File: src/rtl/vcve2_wb_stage_if.sv
// -----------------------------------------------------------------------------
// vcve2_wb_stage_if
//   Vector beat bus and VRF write bus of the writeback stage.
//
//   Beat side (producer -> writeback stage):
//     vbeat_valid, vbeat_ready, vbeat_is_mem, vbeat_wdata_id, vbeat_wdata_lsu,
//     vbeat_last, vbeat_waddr (vector destination, sampled on the first beat)
//   VRF side (writeback stage -> register file):
//     vrf_we, vrf_ready, vrf_waddr, vrf_wdata, vrf_wbe
//
//   modport slave  : the writeback stage
//   modport master : the environment (ID/LSU beat producer and the VRF port)
// -----------------------------------------------------------------------------
interface vcve2_wb_stage_if #(
    parameter int ELEN = 32,
    parameter int VLEN = 128
);
    logic              vbeat_valid;
    logic              vbeat_ready;
    logic              vbeat_is_mem;
    logic [ELEN-1:0]   vbeat_wdata_id;
    logic [ELEN-1:0]   vbeat_wdata_lsu;
    logic              vbeat_last;
    logic [4:0]        vbeat_waddr;

    logic              vrf_we;
    logic              vrf_ready;
    logic [4:0]        vrf_waddr;
    logic [VLEN-1:0]   vrf_wdata;
    logic [VLEN/8-1:0] vrf_wbe;

    modport slave (
        input  vbeat_valid, vbeat_is_mem, vbeat_wdata_id, vbeat_wdata_lsu,
               vbeat_last, vbeat_waddr, vrf_ready,
        output vbeat_ready, vrf_we, vrf_waddr, vrf_wdata, vrf_wbe
    );

    modport master (
        output vbeat_valid, vbeat_is_mem, vbeat_wdata_id, vbeat_wdata_lsu,
               vbeat_last, vbeat_waddr, vrf_ready,
        input  vbeat_ready, vrf_we, vrf_waddr, vrf_wdata, vrf_wbe
    );
endinterface

File: src/rtl/vcve2_wb_stage.sv
// -----------------------------------------------------------------------------
// vcve2_wb_stage
//   Registered writeback stage between ID/EX, LSU and the scalar/vector RFs.
//
//   Scalar path (latency 1): picks the lowest-index requesting source, registers
//   the RF write, flags multi-source conflicts and produces retire pulses.
//   Vector path: collects ELEN-wide beats into one VLEN-wide VRF write with a
//   byte-enable mask; valid/ready on the beat side, we/ready on the VRF side.
//
//   Ports:
//     clk_i, rst_i                 clock, asynchronous active-high reset
//     en_wb_i, instr_perf_count_i,
//     instr_is_compressed_i        retire qualification
//     lsu_resp_valid_i/err_i       LSU response (error suppresses retire)
//     src_we_i, src_wdata_i        per-source scalar write requests / data
//     rf_waddr_i                   scalar destination
//     rf_we_o/waddr_o/wdata_o      registered scalar RF write
//     src_conflict_o               more than one source requested
//     perf_instr_ret_o,
//     perf_instr_ret_compressed_o  retire pulses
//     vbus                         vector beat + VRF write bus (slave side)
//
//   Optional: define VCVE2_WB_FWD_EN to add the forwarding ports
//     fwd_valid_o, fwd_waddr_o, fwd_wdata_o, vfwd_pending_o, vfwd_waddr_o.
// -----------------------------------------------------------------------------
module vcve2_wb_stage #(
    parameter int XLEN    = 32,
    parameter int NUM_SRC = 3,
    parameter int ELEN    = 32,
    parameter int VLEN    = 128
) (
    input  logic                    clk_i,
    input  logic                    rst_i,

    input  logic                    en_wb_i,
    input  logic                    instr_perf_count_i,
    input  logic                    instr_is_compressed_i,
    input  logic                    lsu_resp_valid_i,
    input  logic                    lsu_resp_err_i,

    input  logic [NUM_SRC-1:0]      src_we_i,
    input  logic [NUM_SRC*XLEN-1:0] src_wdata_i,
    input  logic [4:0]              rf_waddr_i,

    output logic                    rf_we_o,
    output logic [4:0]              rf_waddr_o,
    output logic [XLEN-1:0]         rf_wdata_o,
    output logic                    src_conflict_o,
    output logic                    perf_instr_ret_o,
    output logic                    perf_instr_ret_compressed_o,

    vcve2_wb_stage_if.slave         vbus
`ifdef VCVE2_WB_FWD_EN
    ,
    output logic                    fwd_valid_o,
    output logic [4:0]              fwd_waddr_o,
    output logic [XLEN-1:0]         fwd_wdata_o,
    output logic                    vfwd_pending_o,
    output logic [4:0]              vfwd_waddr_o
`endif
);

    localparam int NBEATS = VLEN / ELEN;
    localparam int BPB    = ELEN / 8;
    localparam int CNT_W  = (NBEATS > 1) ? $clog2(NBEATS) : 1;

    // ------------------------------------------------------------------
    // Scalar path
    // ------------------------------------------------------------------
    logic [XLEN-1:0] sel_wdata;
    logic            multi_we;
    logic            retire;

    always_comb begin
        // NOTE: default first, so no path through the loop leaves sel_wdata
        // unassigned and a latch is never inferred.
        sel_wdata = '0;
        // Walk from the highest index down so the lowest requester wins.
        for (int k = NUM_SRC - 1; k >= 0; k--) begin
            if (src_we_i[k]) sel_wdata = src_wdata_i[k*XLEN +: XLEN];
        end
    end

    // Clearing the lowest set bit leaves something only if two or more were set.
    assign multi_we = |(src_we_i & (src_we_i - NUM_SRC'(1)));
    assign retire   = instr_perf_count_i & en_wb_i & ~(lsu_resp_valid_i & lsu_resp_err_i);

    always_ff @(posedge clk_i or posedge rst_i) begin
        if (rst_i) begin
            rf_we_o                     <= 1'b0;
            rf_waddr_o                  <= '0;
            rf_wdata_o                  <= '0;
            src_conflict_o              <= 1'b0;
            perf_instr_ret_o            <= 1'b0;
            perf_instr_ret_compressed_o <= 1'b0;
        end else begin
            // NOTE: non-blocking assignments: every register here samples the
            // pre-edge values, independent of statement order.
            rf_we_o                     <= |src_we_i;
            rf_waddr_o                  <= rf_waddr_i;
            rf_wdata_o                  <= sel_wdata;
            src_conflict_o              <= multi_we;
            perf_instr_ret_o            <= retire;
            perf_instr_ret_compressed_o <= retire & instr_is_compressed_i;
        end
    end

    conflict_flagged: assert property (
        @(posedge clk_i) disable iff (rst_i) multi_we |=> src_conflict_o
    );

    // ------------------------------------------------------------------
    // Vector path
    // ------------------------------------------------------------------
    typedef enum logic [1:0] {
        V_IDLE,
        V_COLLECT,
        V_WRITE
    } vstate_e;

    vstate_e           state_q;
    logic [CNT_W-1:0]  cnt_q;
    logic [VLEN-1:0]   data_q;
    logic [VLEN/8-1:0] wbe_q;
    logic [4:0]        waddr_q;
    logic              vrf_we_q;
    logic              ready_q;

    logic              accept;
    logic              beat_last;
    logic [ELEN-1:0]   beat_data;

    assign accept    = ready_q & vbus.vbeat_valid;
    assign beat_data = vbus.vbeat_is_mem ? vbus.vbeat_wdata_lsu : vbus.vbeat_wdata_id;
    // A beat landing in the top slot closes the register even without vbeat_last.
    assign beat_last = vbus.vbeat_last | (cnt_q == CNT_W'(NBEATS - 1));

    always_ff @(posedge clk_i or posedge rst_i) begin
        if (rst_i) begin
            state_q  <= V_IDLE;
            cnt_q    <= '0;
            // NOTE: the beat buffer is a plain register (not a RAM macro), so
            // resetting it is cheap and keeps the VRF data bus deterministic.
            data_q   <= '0;
            wbe_q    <= '0;
            waddr_q  <= '0;
            vrf_we_q <= 1'b0;
            ready_q  <= 1'b0;
        end else begin
            case (state_q)
                V_IDLE, V_COLLECT: begin
                    ready_q <= 1'b1;
                    if (accept) begin
                        data_q[int'(cnt_q)*ELEN +: ELEN] <= beat_data;
                        wbe_q[int'(cnt_q)*BPB +: BPB]    <= '1;
                        if (state_q == V_IDLE) waddr_q <= vbus.vbeat_waddr;
                        if (beat_last) begin
                            // cnt is held here and cleared on leaving WRITE.
                            state_q  <= V_WRITE;
                            vrf_we_q <= 1'b1;
                            ready_q  <= 1'b0;
                        end else begin
                            state_q  <= V_COLLECT;
                            cnt_q    <= cnt_q + CNT_W'(1);
                        end
                    end
                end
                V_WRITE: begin
                    if (vbus.vrf_ready) begin
                        state_q  <= V_IDLE;
                        cnt_q    <= '0;
                        wbe_q    <= '0;
                        vrf_we_q <= 1'b0;
                        ready_q  <= 1'b1;
                    end
                end
                default: begin
                    state_q  <= V_IDLE;
                    cnt_q    <= '0;
                    wbe_q    <= '0;
                    vrf_we_q <= 1'b0;
                    ready_q  <= 1'b0;
                end
            endcase
        end
    end

    assign vbus.vbeat_ready = ready_q;
    assign vbus.vrf_we      = vrf_we_q;
    assign vbus.vrf_waddr   = waddr_q;
    assign vbus.vrf_wdata   = data_q;
    assign vbus.vrf_wbe     = wbe_q;

`ifdef VCVE2_WB_FWD_EN
    assign fwd_valid_o    = rf_we_o;
    assign fwd_waddr_o    = rf_waddr_o;
    assign fwd_wdata_o    = rf_wdata_o;
    assign vfwd_pending_o = (state_q != V_IDLE);
    assign vfwd_waddr_o   = waddr_q;
`endif

endmodule

File: src/flat_wrapper.sv
// flat-port wrapper written by rule: the top's interface ports become plain ports
module vcve2_wb_stage_flat 
#(
    parameter int XLEN    = 32,
    parameter int NUM_SRC = 3,
    parameter int ELEN    = 32,
    parameter int VLEN    = 128
)
  (clk_i, rst_i, en_wb_i, instr_perf_count_i, instr_is_compressed_i, lsu_resp_valid_i, lsu_resp_err_i, src_we_i, src_wdata_i, rf_waddr_i, rf_we_o, rf_waddr_o, rf_wdata_o, src_conflict_o, perf_instr_ret_o, perf_instr_ret_compressed_o, vbus_vbeat_valid, vbus_vbeat_is_mem, vbus_vbeat_wdata_id, vbus_vbeat_wdata_lsu, vbus_vbeat_last, vbus_vbeat_waddr, vbus_vrf_ready, vbus_vbeat_ready, vbus_vrf_we, vbus_vrf_waddr, vbus_vrf_wdata, vbus_vrf_wbe);
  vcve2_wb_stage_if #(.ELEN(ELEN), .VLEN(VLEN)) vbus_i ();
  input  logic clk_i;
  input  logic rst_i;
  input  logic en_wb_i;
  input  logic instr_perf_count_i;
  input  logic instr_is_compressed_i;
  input  logic lsu_resp_valid_i;
  input  logic lsu_resp_err_i;
  input  logic [NUM_SRC-1:0] src_we_i;
  input  logic [NUM_SRC*XLEN-1:0] src_wdata_i;
  input  logic [4:0] rf_waddr_i;
  output logic rf_we_o;
  output logic [4:0] rf_waddr_o;
  output logic [XLEN-1:0] rf_wdata_o;
  output logic src_conflict_o;
  output logic perf_instr_ret_o;
  output logic perf_instr_ret_compressed_o;
  input wire logic [$bits(vbus_i.vbeat_valid)-1:0] vbus_vbeat_valid;
  input wire logic [$bits(vbus_i.vbeat_is_mem)-1:0] vbus_vbeat_is_mem;
  input wire logic [$bits(vbus_i.vbeat_wdata_id)-1:0] vbus_vbeat_wdata_id;
  input wire logic [$bits(vbus_i.vbeat_wdata_lsu)-1:0] vbus_vbeat_wdata_lsu;
  input wire logic [$bits(vbus_i.vbeat_last)-1:0] vbus_vbeat_last;
  input wire logic [$bits(vbus_i.vbeat_waddr)-1:0] vbus_vbeat_waddr;
  input wire logic [$bits(vbus_i.vrf_ready)-1:0] vbus_vrf_ready;
  output wire logic [$bits(vbus_i.vbeat_ready)-1:0] vbus_vbeat_ready;
  output wire logic [$bits(vbus_i.vrf_we)-1:0] vbus_vrf_we;
  output wire logic [$bits(vbus_i.vrf_waddr)-1:0] vbus_vrf_waddr;
  output wire logic [$bits(vbus_i.vrf_wdata)-1:0] vbus_vrf_wdata;
  output wire logic [$bits(vbus_i.vrf_wbe)-1:0] vbus_vrf_wbe;
  assign vbus_i.vbeat_valid = vbus_vbeat_valid;
  assign vbus_i.vbeat_is_mem = vbus_vbeat_is_mem;
  assign vbus_i.vbeat_wdata_id = vbus_vbeat_wdata_id;
  assign vbus_i.vbeat_wdata_lsu = vbus_vbeat_wdata_lsu;
  assign vbus_i.vbeat_last = vbus_vbeat_last;
  assign vbus_i.vbeat_waddr = vbus_vbeat_waddr;
  assign vbus_i.vrf_ready = vbus_vrf_ready;
  assign vbus_vbeat_ready = vbus_i.vbeat_ready;
  assign vbus_vrf_we = vbus_i.vrf_we;
  assign vbus_vrf_waddr = vbus_i.vrf_waddr;
  assign vbus_vrf_wdata = vbus_i.vrf_wdata;
  assign vbus_vrf_wbe = vbus_i.vrf_wbe;
  vcve2_wb_stage #(.XLEN(XLEN), .NUM_SRC(NUM_SRC), .ELEN(ELEN), .VLEN(VLEN)) u_core (.clk_i(clk_i), .rst_i(rst_i), .en_wb_i(en_wb_i), .instr_perf_count_i(instr_perf_count_i), .instr_is_compressed_i(instr_is_compressed_i), .lsu_resp_valid_i(lsu_resp_valid_i), .lsu_resp_err_i(lsu_resp_err_i), .src_we_i(src_we_i), .src_wdata_i(src_wdata_i), .rf_waddr_i(rf_waddr_i), .rf_we_o(rf_we_o), .rf_waddr_o(rf_waddr_o), .rf_wdata_o(rf_wdata_o), .src_conflict_o(src_conflict_o), .perf_instr_ret_o(perf_instr_ret_o), .perf_instr_ret_compressed_o(perf_instr_ret_compressed_o), .vbus(vbus_i));
endmodule
File: config.mk
export PLATFORM = sky130hd
export DESIGN_NAME = vcve2_wb_stage_flat
export DESIGN_NICKNAME = d
export VERILOG_FILES = /design/src/rtl/vcve2_wb_stage_if.sv /design/src/rtl/vcve2_wb_stage.sv /design/src/flat_wrapper.sv
export SDC_FILE = /design/constraint.sdc
export NUM_CORES = 1
export LEC_CHECK = 0
export BUFFER_PORTS_ARGS = -buffer_cell sky130_fd_sc_hd__buf_2
export CAP_MARGIN = 10
export CORE_AREA = 8 8 141 143
export DETAILED_ROUTE_END_ITERATION = 12
export DIE_AREA = 0 0 149 151
export GPL_TIMING_DRIVEN = 0
export HOLD_SLACK_MARGIN = 0.12
export PLACE_DENSITY = 0.77
export SYNTH_ARGS = -nofsm -noshare
export SYNTH_HDL_FRONTEND = slang
export SYNTH_SLANG_ARGS = --single-unit
File: constraint.sdc
create_clock -name clk_i -period 8.59 [get_ports clk_i]
set_input_delay 1.2885 -clock clk_i [delete_from_list [all_inputs] [get_ports clk_i]]
set_output_delay 1.2885 -clock clk_i [all_outputs]
set_load 0.05 [all_outputs]
==> out/qor.json, run 1 <==
{
  "netlist_area_sq_mm": 0.007706,
  "worst_pin_slew_ns": 0.8674,
  "drt_first_pass_iters": 5,
  "ctsHtreeMaxLevel": 4,
  "worst_skew_ns": 0.01300,
  "ys_types": 33,
  "clock-sinks": 184,
  "synthesis.instances": 667,
  "worst_supply_voltage_drop_on_vdd_v": 0.0002186,
  "setup.worst_path.start_class": "input port",
  "fin_tns_setup_ns": 0,
  "drcViolationCount": 0,
  "max_slew_margin_pct": 40.52,
  "antenna_found_initial": 0,
  "post_cts_resized": 0,
  "io_pins": 376,
  "min_delay_path_depth": 2,
  "status": "finished clean",
  "yosys-top-cells-area": "dfrtp_1 60%, o31ai_1 7.2%, nand2_1 6.7%",
  "die_y_um": 151,
  "p_per_area_mw_per_mm2": 370.1,
  "mappedNetlistNets": 857,
  "worst-path-buf-inv": 2,
  "synth.largest_area_cell": "dfrtp_1",
  "hold_violations": 0,
  "p_total_uw": 3870,
  "period_needed_ns": 2.721,
  "gr-total-overflow": 0,
  "drtAntennaViolNets": 0,
  "critical-path-max-stage-delay_ns": 0.79,
  "cell_internal_pwr_uw": 1943,
  "num_antenna_cells": 0,
  "finalHoldWorstSlack_ns": 0.4726,
  "critical_path.slowest_cell": "mux2i_1",
  "floorplan.core_area_sq_mm": 0.01766,
  "drt-wirelength-per-cell_um": 20.46,
  "postCtsSetupBuffers": 0,
  "clkLatencyLatePin_ns": 0.43,
  "groute.usage.overall_pct": 23.30,
  "worst_hold_path.endpoint": "u_core.vbus.vrf_wdata[121]",
  "worst_path_max_fanout": 10,
  "p_seq_share_pct": 32.2,
  "fraction_of_post_synthesis_cell_area_in_the_top_cell_type_by_area_pct": 59.75,
  "post-route-period-util_pct": 31.68,
  "cap_violations": 0,
  "finalWirelength_um": 26600,
  "root_buffer": "clkbuf_16",
  "avgViaCountPerCell": 5.309,
  "initial_utilization_pct": 43.64,
  "design.die.area_sq_mm": 0.02250,
  "cts.clk_slew.worst_paths_ns": 0.07,
  "max-clock-path-buffers": 2,
  "grt_first_pass_wirelength_um": 40360,
  "share_of_post_route_cells_with_drive_strength_above_1_pct": 43.32,
  "fraction_of_power_consumed_by_combinational_cells_pct": 48.3,
  "fp-row-count": 49,
  "total_switching_power_uw": 1927,
  "async_flop_share_pct": 100.0,
  "finalWeightedCongestion": 0.8720,
  "worst_ep_arrival_time_ns": 2.99,
  "category_of_the_worst_setup_path_capture_point": "flip-flop",
  "seq_area_frac_synth_pct": 59.75,
  "synth.ff_latch_count": 184,
  "pre_cts_ws_ns": 5.399,
  "final_net_count": 1249,
  "type_of_the_worst_setup_path": "in2reg",
  "crit_path_cell_trace": "clkbuf_1 -> buf_2 -> mux2i_1 -> o31ai_1",
  "tritoncts": "done",
  "ys.warnings.count": 0,
  "dieWidth_um": 149,
  "post_synth_edffs": 0,
  "regToRegStartpoint": "u_core.cnt_q[0]",
  "synth.top_cells.by_count": "184 x dfrtp_1, 137 x nand2_1, 74 x o31ai_1",
  "required_ns": 8.85,
  "hold_path_startpoint": "u_core.vbus.vrf_wdata[121]",
  "first_iter_violations": 281,
  "port_buffers": 372,
  "worstHoldPathType": "reg2reg",
  "clock_buffer_count_from_cts": 17,
  "r2r-end": "u_core.vbus.vrf_wdata[114]",
  "achievable-frequency_mhz": 367.5,
  "largest_net_degree_at_the_start_of_global_routing": 97,
  "ys_dominant_reg_cell": "dfrtp_1",
  "timing.reg2reg.worst_path_depth": 6,
  "syn2layout_area_growth_pct": 35.69,
  "vias": 6902,
  "power.share.clock_pct": 19.4,
  "synth_most_common_cell": "dfrtp_1",
  "report.final.setup_viol": 0,
  "synth_area_per_cell_sq_um": 11.55,
  "vias_in_the_first_global_route": 7289,
  "critical_path.top_delay_family": "multiplexers",
  "place_hpwl_um": 20890,
  "power_switching_share_pct": 49.79,
  "ctsHoldBuffers": 0,
  "rsz0062_at_grt": "false",
  "static-leakage-power_uw": 0.005394,
  "startpoint": "vbus_vbeat_is_mem",
  "post_layout_worst_setup_margin_ns": 5.869,
  "report.final.slew_viol_count": 0,
  "reg2reg_slack_ns": 6.24
}
[worst min-delay path, delay by kind of cell (launching register included)]
kind               cells  cell delay [ns]
AOI/OAI and AO/OA      1             0.05
DFF                    1             0.34
and+or+nand+nor        1             0.05
[per-stage QoR]
step	cell area (sq um)	util, %	cells
5_1_grt	10460	59.22	1300
2_1_floorplan	7706	-	667
4_1_cts	10460	59.22	1300
3_5_place_dp	9889	56.01	1269
6_report	10460	59.22	1300
3_3_place_gp	9854	55.81	1268
[metal layers]
metal / share of wire, % / up-vias / GRT usage, %
met1: 39 / 3365 / 26.82
met3: 7.9 / 39 / 6.543
li1: - / 3172 / -
met5: 0 / - / 0
met4: 2.4 / 0 / 9.086
met2: 51 / 326 / 40.48
[worst max-delay path by stage]
stage	endpoint	depth (start not counted)	slack [ns]
final	u_core.vbus.vrf_wdata[59]	4	5.87
after global routing	u_core.vbus.vrf_wdata[57]	4	5.82
after CTS	u_core.vbus.vrf_wdata[59]	4	5.86
after detailed placement	u_core.vbus.vrf_wdata[89]	4	5.40
after global placement	u_core.vbus.vrf_wdata[48]	2	0.28
after floorplan	u_core.cnt_q[0]	1	2.30
[cells in the final DEF (no fill, tap or decap), drive strengths merged, types with 2 or more instances in the layout]
master,synthesis,final
buf,23,396
or3,2,2
and2,2,2
mux2,5,5
nor2,6,6
o31ai,74,74
ha,6,6
mux2i,33,33
o21ai,60,60
nand4b,3,3
o2bb2ai,32,32
clkinv,0,4
nand3b,3,3
clkbuf,44,62
dfrtp,184,184
nand2,137,137
inv,3,11
o22ai,2,2
a22oi,31,31
a21oi,8,8
[flip-flops by register name (all words and copies together), names as in the netlist]
register,cells
u_core.vbus.vbeat_ready,1
u_core.perf_instr_ret_o,1
u_core.state_q,2
u_core.src_conflict_o,1
u_core.rf_we_o,1
u_core.rf_wdata_o,32
u_core.perf_instr_ret_compressed_o,1
u_core.rf_waddr_o,5
u_core.vbus.vrf_we,1
u_core.vbus.vrf_wdata,128
u_core.cnt_q,2
u_core.vbus.vrf_wbe,4
u_core.vbus.vrf_waddr,5
[layout make-up]
| cell class | count | area (sq um) |
|---|---|---|
| Timing Repair Buffer | 373 | 1889 |
| Sequential cell | 184 | 4604 |
| Tap cell | 229 | 286.5 |
| Inverter | 3 | 18.77 |
| Clock inverter | 13 | 127.6 |
| Fill cell | 1516 | 7201 |
| Clock buffer | 18 | 439.2 |
| Buffer | 67 | 325.3 |
| Multi-Input combinational cell | 413 | 2765 |
[power by group through the flow]
stage | clock (uW) | sequential (uW) | combinational [uW]
after CTS | 765 | 1250 | 1880
after global routing | 803 | 1280 | 1970
after global placement | 0 | 1250 | 1860
after detailed placement | 0 | 1260 | 1880
after floorplan | 0 | 2020 | 599
final | 753 | 1250 | 1870
[cell families after synthesis]
logic type,Yosys count,share of synthesized area [%]
xor+xnor,1,0.1137
flops,184,59.75
compound gates,209,21.11
mux,38,5.017
simple gates,158,8.540
buf+inv,70,4.368
fa+ha+maj,7,1.104
Power figures use the tool's default switching activity.
==> run 2, diff against run 1 <==
--- a/config.mk
+++ b/config.mk
@@ -5,14 +5,15 @@
 export SDC_FILE = /design/constraint.sdc
 export NUM_CORES = 1
 export LEC_CHECK = 0
+export ABC_AREA = 1
 export BUFFER_PORTS_ARGS = -buffer_cell sky130_fd_sc_hd__buf_2
 export CAP_MARGIN = 10
-export CORE_AREA = 8 8 141 143
+export CORE_MARGIN = 8
+export CORE_UTILIZATION = 47
 export DETAILED_ROUTE_END_ITERATION = 12
-export DIE_AREA = 0 0 149 151
 export GPL_TIMING_DRIVEN = 0
 export HOLD_SLACK_MARGIN = 0.12
-export PLACE_DENSITY = 0.77
+export PLACE_DENSITY = 0.8
 export SYNTH_ARGS = -nofsm -noshare
 export SYNTH_HDL_FRONTEND = slang
 export SYNTH_SLANG_ARGS = --single-unit
==> constraint.sdc (replaced) <==
create_clock -name clk_i -period 2.8 [get_ports clk_i]
set_input_delay 0.42 -clock clk_i [delete_from_list [all_inputs] [get_ports clk_i]]
set_output_delay 0.42 -clock clk_i [all_outputs]
set_load 0.05 [all_outputs]
==> out/qor.json, run 2 <==
{
  "dr_wl_met2": {"value": 15040, "unit": "um", "change": "was 13610 um"},
  "synth_most_common_cell": {"value": "nand2_1", "change": "was dfrtp_1"},
  "worstHoldPathType": {"value": "in2async", "change": "was reg2reg"},
  "share_of_post_route_cells_with_drive_strength_above_1": {"value": 36.15, "unit": "%", "change": "was 43.32%"},
  "initial_utilization": {"value": 47.54, "unit": "%", "change": "was 43.64%"},
  "antenna_found_initial": {"value": 2, "change": "was 0"},
  "post_synth_edffs": {"value": 0, "change": "unchanged"},
  "syn2layout_area_growth": {"value": 35.53, "unit": "%", "change": "was 35.69%"},
  "place_hpwl": {"value": 23420, "unit": "um", "change": "was 20890 um"},
  "setup.worst_path.start_class": {"value": "flip-flop", "change": "was input port"},
  "timing.critical_path.mode_cell": "inv_1",
  "placed_area": {"value": 0.01039, "unit": "sq mm", "change": "was 0.009889 sq mm"},
  "yosys-top-cells-area": {"value": "dfrtp_1 57%, nand2_1 16%, a21oi_1 4.1%", "change": "was dfrtp_1 60%, o31ai_1 7.2%, nand2_1 6.7%"},
  "cap_violations": {"value": 0, "change": "unchanged"},
  "largest_register_ff_count": {"value": 128, "change": "unchanged"},
  "rsz0062_at_grt": {"value": "false", "change": "unchanged"},
  "root_buffer": {"value": "clkbuf_16", "change": "unchanged"},
  "synth.largest_area_cell": {"value": "dfrtp_1", "change": "unchanged"},
  "report.final.setup_viol": {"value": 0, "change": "unchanged"},
  "hold_violations": {"value": 0, "change": "unchanged"},
  "fp-row-count": {"value": 48, "change": "was 49"},
  "drt_first_pass_iters": {"value": 5, "change": "unchanged"},
  "io_pins": {"value": 376, "change": "unchanged"},
  "dr_wl_met3": {"value": 2533, "unit": "um", "change": "was 2107 um"},
  "postCtsSetupBuffers": {"value": 0, "change": "unchanged"},
  "post-route-period-util_pct": 76.06,
  "worst_pin_slew": {"value": 0.8145, "unit": "ns", "change": "was 0.8674 ns"},
  "worst_ep_arrival_time": {"value": 2.42, "unit": "ns", "change": "was 2.99 ns"},
  "crit_path_cell_trace": {"value": "buf_2 -> inv_1 -> ha_1 -> inv_1 -> nand3_1 -> clkbuf_1 -> o21ai_1", "change": "was clkbuf_1 -> buf_2 -> mux2i_1 -> o31ai_1"},
  "max-clock-path-buffers": {"value": 2, "change": "unchanged"},
  "worst_skew": {"value": 0.009781, "unit": "ns", "change": "was 0.01300 ns"},
  "seq_area_frac_synth": {"value": 56.58, "unit": "%", "change": "was 59.75%"},
  "largest_net_degree_at_the_start_of_global_routing": {"value": 40, "change": "was 97"},
  "critical_path.slowest_cell": {"value": "clkbuf_1", "change": "was mux2i_1"},
  "port_buffers": {"value": 372, "change": "unchanged"},
  "pre_cts_ws": {"value": 0.6632, "unit": "ns", "change": "was 5.399 ns"},
  "design.die.area": {"value": 0.02178, "unit": "sq mm", "change": "was 0.02250 sq mm"},
  "groute.usage.overall": {"value": 26.53, "unit": "%", "change": "was 23.30%"},
  "ys_dominant_reg_cell": {"value": "dfrtp_1", "change": "unchanged"},
  "detail_route.wirelength.met1": {"value": 10140, "unit": "um", "change": "was 10250 um"},
  "drt-wirelength-per-cell": {"value": 18.22, "unit": "um", "change": "was 20.46 um"},
  "drtAntennaViolNets": {"value": 0, "change": "unchanged"},
  "period_needed_ns": 2.130,
  "required": {"value": 3.09, "unit": "ns", "change": "was 8.85 ns"},
  "mappedNetlistNets": {"value": 1148, "change": "was 857"},
  "synth_area_per_cell": {"value": 8.495, "unit": "sq um", "change": "was 11.55 sq um"},
  "ys_types": {"value": 25, "change": "was 33"},
  "clock_buffer_count_from_cts": {"value": 17, "change": "unchanged"},
  "finalHoldWorstSlack": {"value": 0.1371, "unit": "ns", "change": "was 0.4726 ns"},
  "type_of_the_worst_setup_path": {"value": "reg2reg", "change": "was in2reg"},
  "most_frequent_standard_cell_in_the_layout_excluding_fill_and_tap_cells": {"value": "buf_2", "change": "unchanged"},
  "synthesis.instances": {"value": 958, "change": "was 667"},
  "route.top_layer_used": {"value": "met4", "change": "unchanged"},
  "finalWirelength": {"value": 29120, "unit": "um", "change": "was 26600 um"},
  "grt_first_pass_wirelength": {"value": 44840, "unit": "um", "change": "was 40360 um"},
  "cts.clk_slew.worst_paths": {"value": 0.07, "unit": "ns", "change": "about the same"},
  "floorplan.core_area": {"value": 0.01712, "unit": "sq mm", "change": "was 0.01766 sq mm"},
  "die_y": {"value": 147.6, "unit": "um", "change": "was 151 um"},
  "placedCellCount": {"value": 1560, "change": "was 1269"},
  "post_cts_resized": {"value": 0, "change": "unchanged"},
  "clkLatencyLatePin": {"value": 0.43, "unit": "ns", "change": "about the same"},
  "async_flop_share": {"value": 100.0, "unit": "%", "change": "unchanged"},
  "startpoint": {"value": "u_core.cnt_q[0]", "change": "was vbus_vbeat_is_mem"},
  "gr-total-overflow": {"value": 0, "change": "unchanged"},
  "worst_path_max_fanout": {"value": 10, "change": "unchanged"},
  "fraction_of_post_synthesis_cell_area_in_the_top_cell_type_by_area": {"value": 56.58, "unit": "%", "change": "was 59.75%"},
  "final_net_count": {"value": 1549, "change": "was 1249"},
  "synth.top_cells.by_count": {"value": "355 x nand2_1, 184 x dfrtp_1, 67 x nor2_1", "change": "was 184 x dfrtp_1, 137 x nand2_1, 74 x o31ai_1"},
  "worst_supply_voltage_drop_on_vdd": {"value": 0.0009121, "unit": "V", "change": "was 0.0002186 V"},
  "ctsHtreeMaxLevel": {"value": 4, "change": "unchanged"},
  "drcViolationCount": {"value": 0, "change": "unchanged"},
  "stdcell_count": {"value": 1598, "change": "was 1300"},
  "dieWidth": {"value": 147.6, "unit": "um", "change": "was 149 um"},
  "achievable-frequency_mhz": 469.5,
  "avgViaCountPerCell": {"value": 5.015, "change": "was 5.309"},
  "ys.warnings.count": {"value": 0, "change": "unchanged"},
  "finalInstanceArea": {"value": 0.01103, "unit": "sq mm", "change": "was 0.01046 sq mm"},
  "clock-sinks": {"value": 184, "change": "unchanged"},
  "static-leakage-power": {"value": 0.006196, "unit": "uW", "change": "was 0.005394 uW"},
  "vias_in_the_first_global_route": {"value": 8230, "change": "was 7289"},
  "finalWeightedCongestion": {"value": 0.8812, "change": "was 0.8720"},
  "tritoncts": {"value": "done", "change": "unchanged"},
  "max_slew_margin": {"value": 45.58, "unit": "%", "change": "was 40.52%"},
  "synth.ff_latch_count": {"value": 184, "change": "unchanged"},
  "vias": {"value": 8014, "change": "was 6902"},
  "post_layout_worst_setup_margin": {"value": 0.6703, "unit": "ns", "change": "was 5.869 ns"},
  "category_of_the_worst_setup_path_capture_point": {"value": "flip-flop", "change": "unchanged"},
  "netlist_area": {"value": 0.008138, "unit": "sq mm", "change": "was 0.007706 sq mm"},
  "report.final.slew_viol_count": {"value": 0, "change": "unchanged"},
  "layout_common_cells": {"value": "396 x buf_2, 355 x nand2_1, 184 x dfrtp_1", "change": "was 377 x buf_2, 184 x dfrtp_1, 137 x nand2_1"},
  "critical-path-max-stage-delay": {"value": 0.43, "unit": "ns", "change": "was 0.79 ns"},
  "status": {"value": "finished clean", "change": "unchanged"},
  "p_per_area": {"value": 1118, "unit": "mW/mm^2", "change": "was 370.1 mW/mm^2"},
  "first_iter_violations": {"value": 561, "change": "was 281"},
  "regToRegStartpoint": {"value": "u_core.cnt_q[0]", "change": "unchanged"}
}
run 2: cell families (layout without fill, tap and decap cells):
family | after synthesis | after routing | share of synthesized area (%)
buf+inv | 118 | 532 | 7.057
other cells | 0 | 1 | 0
flops | 184 | 184 | 56.58
fa+ha+maj | 6 | 6 | 0.9225
compound gates | 164 | 164 | 11.33
simple gates | 486 | 486 | 24.11
run 2: final cells by class:
class | instances | area [sq um]
Fill cell | 1466 | 6087
Antenna cell | 1 | 2.502
Inverter | 46 | 176.4
Tap cell | 225 | 281.5
Clock buffer | 18 | 429.2
Timing Repair Buffer | 382 | 2012
Clock inverter | 14 | 162.7
Multi-Input combinational cell | 656 | 2959
Sequential cell | 184 | 4604
Buffer | 72 | 401.6
run 2: per-layer routing:
layer  GRT usage (%)  vias up
met1           27.91     3737
met5               0        -
met3           8.407       67
met2           46.56      386
met4           14.38        0
li1                -     3824
run 2: report_power, final:
part           switching, uW  internal (uW)  leakage, uW
clock network           1090           1340     0.000282
registers                419           3400      0.00242
logic                   4680           1400      0.00349
total                   6200           6140      0.00620
run 2: timing repair:
item	4_1_cts	5_1_grt
hold endpoints to repair	5	0
endpoints found under the setup margin	0	0
hold buffers	5	0
run 2: worst max-delay path: cells and delay by family, from the launching register on:
kind | cells | cell delay [ns]
and+or+nand+nor | 1 | 0.19
buffers and inverters | 4 | 0.85
AOI/OAI and AO/OA | 1 | 0.15
DFF | 1 | 0.40
adders and majority gates | 1 | 0.40
run 2: path summary, 6_finish.rpt:
kind | endpoint | cells past startpoint | slack [ns]
max in group asynchronous | u_core.vbus.vrf_waddr[0] | 6 | 1.33
min | u_core.rf_waddr_o[1] | 2 | 0.14
max | u_core.vbus.vrf_wdata[112] | 7 | 0.67
max reg2reg | u_core.vbus.vrf_wdata[112] | 7 | 0.67
min reg2reg | u_core.vbus.vrf_waddr[1] | 2 | 0.47
min in group clk_i | u_core.perf_instr_ret_o | 2 | 0.17
run 2: per-stage QoR:
step | setup TNS [ns] | utilization, % | total power [uW]
finish | 0 | 64.44 | 12340
global route | 0 | 64.44 | 12940
CTS | 0 | 64.42 | 12410
detailed placement | 0 | 60.67 | 9952
global placement | -201.14 | 60.09 | 9834
floorplan | 0 | - | 8296
